### config.mk
export PLATFORM = sky130hd
export DESIGN_NAME = sequence_lock
export DESIGN_NICKNAME = d
export VERILOG_FILES = /design/src/rtl/sequence_lock_pkg.sv /design/src/rtl/sequence_lock_seg7_decoder.sv /design/src/rtl/sequence_lock.sv
export SDC_FILE = /design/constraint.sdc
export NUM_CORES = 1
export LEC_CHECK = 0
export CAP_MARGIN = 10
export CORE_UTILIZATION = 41
export DETAILED_ROUTE_END_ITERATION = 7
export GPL_TIMING_DRIVEN = 0
export PLACE_DENSITY = 0.68
export SYNTH_ARGS = -nofsm -noshare
export SYNTH_HDL_FRONTEND = slang
export SYNTH_SLANG_ARGS = --single-unit
### constraint.sdc
create_clock -name clk -period 5 [get_ports clk]
set_input_delay 1 -clock clk [delete_from_list [all_inputs] [get_ports clk]]
set_output_delay 1 -clock clk [all_outputs]
set_load 0.02 [all_outputs]
### src/rtl/sequence_lock_pkg.sv
// Shared types and display glyphs for the digit-sequence lock.
// Optional code reprogramming is enabled by defining SEQUENCE_LOCK_PROGRAM_EN.
package sequence_lock_pkg;

   typedef enum logic [1:0] {
      ST_ENTRY = 2'd0,
      ST_OPEN  = 2'd1,
      ST_FAIL  = 2'd2,
      ST_PROG  = 2'd3
   } state_t;

   // Segment vector is {A,B,C,D,E,F,G}: A in the MSB, active-high.
   localparam int SEG_A = 6;
   localparam int SEG_B = 5;
   localparam int SEG_C = 4;
   localparam int SEG_D = 3;
   localparam int SEG_E = 2;
   localparam int SEG_F = 1;
   localparam int SEG_G = 0;

   localparam logic [6:0] GLYPH_U     = 7'b0111110;
   localparam logic [6:0] GLYPH_U_LOW = 7'b0011100;
   localparam logic [6:0] GLYPH_F     = 7'b1000111;
   localparam logic [6:0] GLYPH_P     = 7'b1100111;
   localparam logic [6:0] GLYPH_DASH  = 7'b0000001;
   localparam logic [6:0] GLYPH_ZERO  = 7'b1111110;

   localparam int MAX_DEC_DIGIT = 9;

endpackage

### src/rtl/sequence_lock_seg7_decoder.sv
// Combinational decimal digit to seven-segment decoder; anything above 9 shows a dash.
module seg7_decoder
   import sequence_lock_pkg::*;
#(
   parameter int DIGIT_W = 4
) (
   input  logic [DIGIT_W-1:0] digit,
   output logic [6:0]         seg
);

   always_comb begin
      seg = GLYPH_DASH;
      case (digit)
         DIGIT_W'(0): seg = GLYPH_ZERO;
         DIGIT_W'(1): seg = 7'b0110000;
         DIGIT_W'(2): seg = 7'b1101101;
         DIGIT_W'(3): seg = 7'b1111001;
         DIGIT_W'(4): seg = 7'b0110011;
         DIGIT_W'(5): seg = 7'b1011011;
         DIGIT_W'(6): seg = 7'b1011111;
         DIGIT_W'(7): seg = 7'b1110000;
         DIGIT_W'(8): seg = 7'b1111111;
         DIGIT_W'(9): seg = 7'b1111011;
         default:     seg = GLYPH_DASH;
      endcase
   end

endmodule

### src/rtl/sequence_lock.sv
// Configurable digit-sequence lock with error tolerance and registered status display.
// Define SEQUENCE_LOCK_PROGRAM_EN to add the prog port and in-field code reprogramming.
module sequence_lock
   import sequence_lock_pkg::*;
#(
   parameter int                           DIGIT_W      = 4,
   parameter int                           CODE_LEN     = 6,
   parameter int                           MAX_ERRORS   = 2,
   parameter logic [CODE_LEN*DIGIT_W-1:0]  DEFAULT_CODE = 24'h590981,
   localparam int                          ERR_W        = $clog2(MAX_ERRORS+1),
   localparam int                          POS_W        = $clog2(CODE_LEN+1)
) (
   input  logic               clk,
   input  logic               reset,
   input  logic               digit_valid,
   input  logic [DIGIT_W-1:0] digit,
`ifdef SEQUENCE_LOCK_PROGRAM_EN
   input  logic               prog,
`endif
   output logic               unlocked,
   output logic               locked_out,
   output logic               warn,
   output logic [ERR_W-1:0]   err_count,
   output logic [POS_W-1:0]   pos,
   output logic [6:0]         seg
);

   localparam int CODE_W = CODE_LEN * DIGIT_W;

   state_t             state_q, state_nxt;
   logic [POS_W-1:0]   pos_q, pos_nxt;
   logic [ERR_W-1:0]   err_q, err_nxt;
   logic [6:0]         seg_q, seg_nxt;
   logic [CODE_W-1:0]  code_q;
   logic [DIGIT_W-1:0] exp_digit;
   logic [6:0]         dec_seg;
   logic               digit_ok;
   logic               digit_hit;

`ifdef SEQUENCE_LOCK_PROGRAM_EN
   logic [CODE_W-1:0]  code_nxt;
`else
   assign code_q = DEFAULT_CODE;
`endif

   seg7_decoder #(.DIGIT_W(DIGIT_W)) u_dec (
      .digit (digit),
      .seg   (dec_seg)
   );

   // Field pos of the code, first digit in the most significant field.
   always_comb begin
      exp_digit = '0;
      for (int i = 0; i < CODE_LEN; i++) begin
         if (pos_q == POS_W'(i))
            exp_digit = code_q[(CODE_LEN-1-i)*DIGIT_W +: DIGIT_W];
      end
   end

   assign digit_ok  = (digit <= DIGIT_W'(MAX_DEC_DIGIT));
   assign digit_hit = digit_ok && (digit == exp_digit);

   always_ff @(posedge clk) begin
      if (reset) begin
         state_q <= ST_ENTRY;
         pos_q   <= '0;
         err_q   <= '0;
         seg_q   <= GLYPH_ZERO;
`ifdef SEQUENCE_LOCK_PROGRAM_EN
         code_q  <= DEFAULT_CODE;
`endif
      end else begin
         state_q <= state_nxt;
         pos_q   <= pos_nxt;
         err_q   <= err_nxt;
         seg_q   <= seg_nxt;
`ifdef SEQUENCE_LOCK_PROGRAM_EN
         code_q  <= code_nxt;
`endif
      end
   end

   always_comb begin
      state_nxt = state_q;
      pos_nxt   = pos_q;
      err_nxt   = err_q;
      seg_nxt   = seg_q;
`ifdef SEQUENCE_LOCK_PROGRAM_EN
      code_nxt  = code_q;
`endif
      case (state_q)
         ST_ENTRY: begin
            if (digit_valid) begin
               seg_nxt = dec_seg;
               if (digit_hit) begin
                  if (pos_q == POS_W'(CODE_LEN-1)) begin
                     state_nxt = ST_OPEN;
                     pos_nxt   = POS_W'(CODE_LEN);
                     seg_nxt   = (err_q == '0) ? GLYPH_U : GLYPH_U_LOW;
                  end else begin
                     pos_nxt = pos_q + POS_W'(1);
                  end
               end else begin
                  // Wrong digit: stay on the same position so the user can retry it.
                  err_nxt = err_q + ERR_W'(1);
                  if (err_nxt == ERR_W'(MAX_ERRORS)) begin
                     state_nxt = ST_FAIL;
                     seg_nxt   = GLYPH_F;
                  end
               end
            end
         end
         ST_OPEN: begin
`ifdef SEQUENCE_LOCK_PROGRAM_EN
            if (prog) begin
               state_nxt = ST_PROG;
               pos_nxt   = '0;
               seg_nxt   = GLYPH_P;
            end
`endif
         end
         ST_FAIL: begin
         end
`ifdef SEQUENCE_LOCK_PROGRAM_EN
         ST_PROG: begin
            if (digit_valid && digit_ok) begin
               for (int i = 0; i < CODE_LEN; i++) begin
                  if (pos_q == POS_W'(i))
                     code_nxt[(CODE_LEN-1-i)*DIGIT_W +: DIGIT_W] = digit;
               end
               if (pos_q == POS_W'(CODE_LEN-1)) begin
                  state_nxt = ST_ENTRY;
                  pos_nxt   = '0;
                  err_nxt   = '0;
                  seg_nxt   = dec_seg;
               end else begin
                  pos_nxt = pos_q + POS_W'(1);
               end
            end
         end
`endif
         default: begin
            state_nxt = ST_ENTRY;
            pos_nxt   = '0;
            err_nxt   = '0;
            seg_nxt   = GLYPH_ZERO;
         end
      endcase
   end

   always_comb begin
      unlocked   = (state_q == ST_OPEN);
      locked_out = (state_q == ST_FAIL);
      warn       = (err_q != '0);
      err_count  = err_q;
      pos        = pos_q;
      seg        = seg_q;
   end

endmodule

==> summary.md, run 1 <==
| Metric | Value |
|---|---|
| Synth warn | `0` |
| Pin count of the biggest net entering global routing | `11` |
| Wirelength per Cell | `15.70 um` |
| Synthesized area | `1282 um^2` |
| Clock Pin Slew Worst Setup and Hold Paths | `0.09 ns` |
| Placer Congestion | `0.9054` |
| Critical Path Source Type | `input port` |
| Syn Area/Cell | `8.328 um^2` |
| CP endpoint kind | `flop` |
| Cell with the most instances after synthesis | `ha_1` |
| Seq/Total Area, Yosys | `0.2185` |
| Via count | `1280` |
| Ports | `22` |
| Async S/R FF share, synth | `0` |
| Die X | `57.93 um` |
| Hold WC Path Type | `flop to flop` |
| Worst-Skew Late Latency | `0.29 ns` |
| F_max | `312.6 MHz` |
| Final design instance area without fill | `1558 um^2` |
| Initial Util | `0.4496` |
| Synth area leader | `dfxtp_1` |
| Post-Syn Nets | `177` |
| Status | `finished with violations` |
| Post-synth EDFFs | `0` |
| Port Buffers | `20` |
| Worst Max-Slew Pin Slew | `0.7133 ns` |
| Syn Inst Count | `154` |
| Die H | `57.93 um` |
| Primary FF master, synth | `dfxtp_1` |
| Clock root cell | `clkbuf_4` |
| Tot Pwr | `0.0006436 W` |
| Clk sinks | `14` |
| Initial antenna violation count | `0` |
| Worst Path Required | `5.12 ns` |
| Period utilization | `0.6397` |
| Core area | `2853 um^2` |
| RSZ-0062 raised after global routing | `false` |
| Synthesis-to-finish area growth | `21.46%` |
| Number of global-route vias before repair | `1265` |
| Crit path kind | `input port to flop` |
| DR DRC count | `1` |
| Clk_skew | `0.007778 ns` |
| CTS tree | `built` |
| First-pass DRT Iterations | `6` |
| Placed wire-length estimate | `2469 um` |
| GR Overflow Total | `0` |
| TritonCTS buffer count | `3` |
| Setup TNS | `0 ns` |
| Via density | `6.124` |
| PwrDens | `413.1 nW/um^2` |
| Total global-route track usage | `0.2218` |
| Share of cells above drive strength 1 | `0.08989` |
| LEAKAGE | `0.6134 nW` |
| Synth unique cells | `48` |
| H-tree depth | `1` |
| Critical Path Fanout Max | `7` |
| CP Data Arrival Time | `3.32 ns` |
| Max IR drop VDD | `0.2755 mV` |
| Hold-fix buffers, CTS | `0` |
| Worst hold slack | `0.4873 ns` |
| Post-CTS resize count | `0` |
| Dpl cell area | `1521 um^2` |
| Post-synth top cells | `ha_1, dfxtp_1, inv_1` |
| Top-area cell type share of the netlist area | `0.2185` |
| Fin. Hold Viols | `0` |
| Max Cap Viol | `0` |
| CTS max path bufs | `2` |
| Final setup fails | `0` |
| Post-layout min period | `3.199 ns` |
| Synth Register Bits | `14` |
| Synth area leaders | `dfxtp_1, ha_1, inv_1, nand2_1, nor2_1` |
| Final slew viol count | `0` |
| First-pass GRT wire length | `5727 um` |
| DRT iter0 DRCs | `53` |
| Slew headroom | `0.5169` |
| Setup repair bufs after CTS | `0` |
| Violated checks | `DRC` |
| Die area | `3356 um^2` |
| ANT nets after route | `0` |
| Nets | `202` |
| ANT cells | `0` |
| Row count | `19` |
| Routed WL | `3281 um` |
[layer usage]
metal / track usage / share of wire / vias to the layer above
met2: 0.3580 / 0.48 / 43
met1: 0.2898 / 0.45 / 607
li1: - / - / 625
met4: 0.06803 / 0.0076 / 0
met5: 0 / 0 / -
met3: 0.05804 / 0.065 / 5
[path summary, 6_finish.rpt]
kind | start | endpoint | slack (ns) | depth (start not counted)
setup / recovery | digit[0] | state_q[1] | 1.80 | 8
hold / removal | seg[2] | seg[2] | 0.49 | 1
setup reg to reg | pos[1] | state_q[1] | 2.36 | 7
hold reg to reg | seg[2] | seg[2] | 0.49 | 1
[cells in the final DEF (no fill, tap or decap), types with 2 or more instances in the layout]
cell,netlist,layout
a21o_1,4,4
a21oi_1,8,8
a221oi_2,2,2
a31oi_1,4,4
buf_2,2,2
clkbuf_1,3,3
clkbuf_4,0,3
clkdlybuf4s50_1,0,20
dfxtp_1,14,14
ha_1,16,16
inv_1,14,14
nand2_1,12,12
nand2b_1,7,7
nand3_1,2,2
nor2_1,12,12
nor2b_1,3,3
nor3b_1,2,2
nor4_1,2,2
o21ai_0,7,7
o311a_1,2,2
o311ai_0,2,2
o311ai_1,2,2
o31ai_1,4,4
o41ai_1,2,2
or3_1,3,3
[state kept, by name, indices dropped and copies added, names as in the netlist]
signal and count:
err_count 2, state_q 2, seg 7, pos 3
[power breakdown]
| part | total [W] | internal, W | leakage [nW] | switching, W |
|---|---|---|---|---|
| logic | 0.000391 | 0.000165 | 0.477 | 0.000226 |
| clock network | 0.0000849 | 0.0000444 | 0.0210 | 0.0000405 |
| registers | 0.000167 | 0.000143 | 0.115 | 0.0000242 |
| total | 0.000644 | 0.000353 | 0.613 | 0.000291 |
[layout make-up]
type / count / area, um^2
Fill cell: 276 / 1295
Multi-Input combinational cell: 118 / 905.9
Sequential cell: 14 / 280.3
Timing Repair Buffer: 20 / 200.2
Inverter: 14 / 52.55
Buffer: 8 / 43.79
Tap cell: 31 / 38.79
Clock buffer: 4 / 36.28
[cell families (layout without fill, tap and decap cells)]
logic type | after synthesis | count (layout) | share of synthesized area
adder cells (fa/ha/maj) | 16 | 16 | 0.1561
AND/OR/NAND/NOR | 50 | 50 | 0.2224
buffers and inverters | 22 | 46 | 0.07512
XOR/XNOR | 1 | 1 | 0.01269
flip-flops | 14 | 14 | 0.2185
AO/OA/AOI/OAI | 51 | 51 | 0.3151
[per-stage QoR]
stage	util	setup slack, ns	std cells
2_1_floorplan	-	2.547	154
6_report	0.5461	1.801	209
3_3_place_gp	0.5333	1.624	205
5_1_grt	0.5461	1.622	209
3_5_place_dp	0.5333	1.493	205
4_1_cts	0.5461	1.810	209
[worst max-delay path, cell delays in order]
cell,delay [ns]
clkdlybuf4s50_1,0.47
inv_1,0.22
ha_1,0.24
nor2_1,0.05
o21ai_0,0.19
o211ai_2,0.22
o311ai_1,0.65
o311ai_0,0.29
(Power assumes the default switching activity.)
==> inputs of run 2 (changes only) <==
Clock period 5 ns to 3.3 ns, I/O delays scaled along.
==> results of run 2 <==
Same layout as run 1 (identical final DEF). Status: finished with violations: DRC.
Among the figures that moved: setup slack after placement 1.493 ns -> 0.1332 ns; setup slack after layout 1.801 ns -> 0.4414 ns; register-to-register setup slack 2.36 ns -> 0.66 ns; total power 0.0006436 W -> 0.0009751 W; worst IR drop on VDD 0.2755 mV -> 0.4174 mV
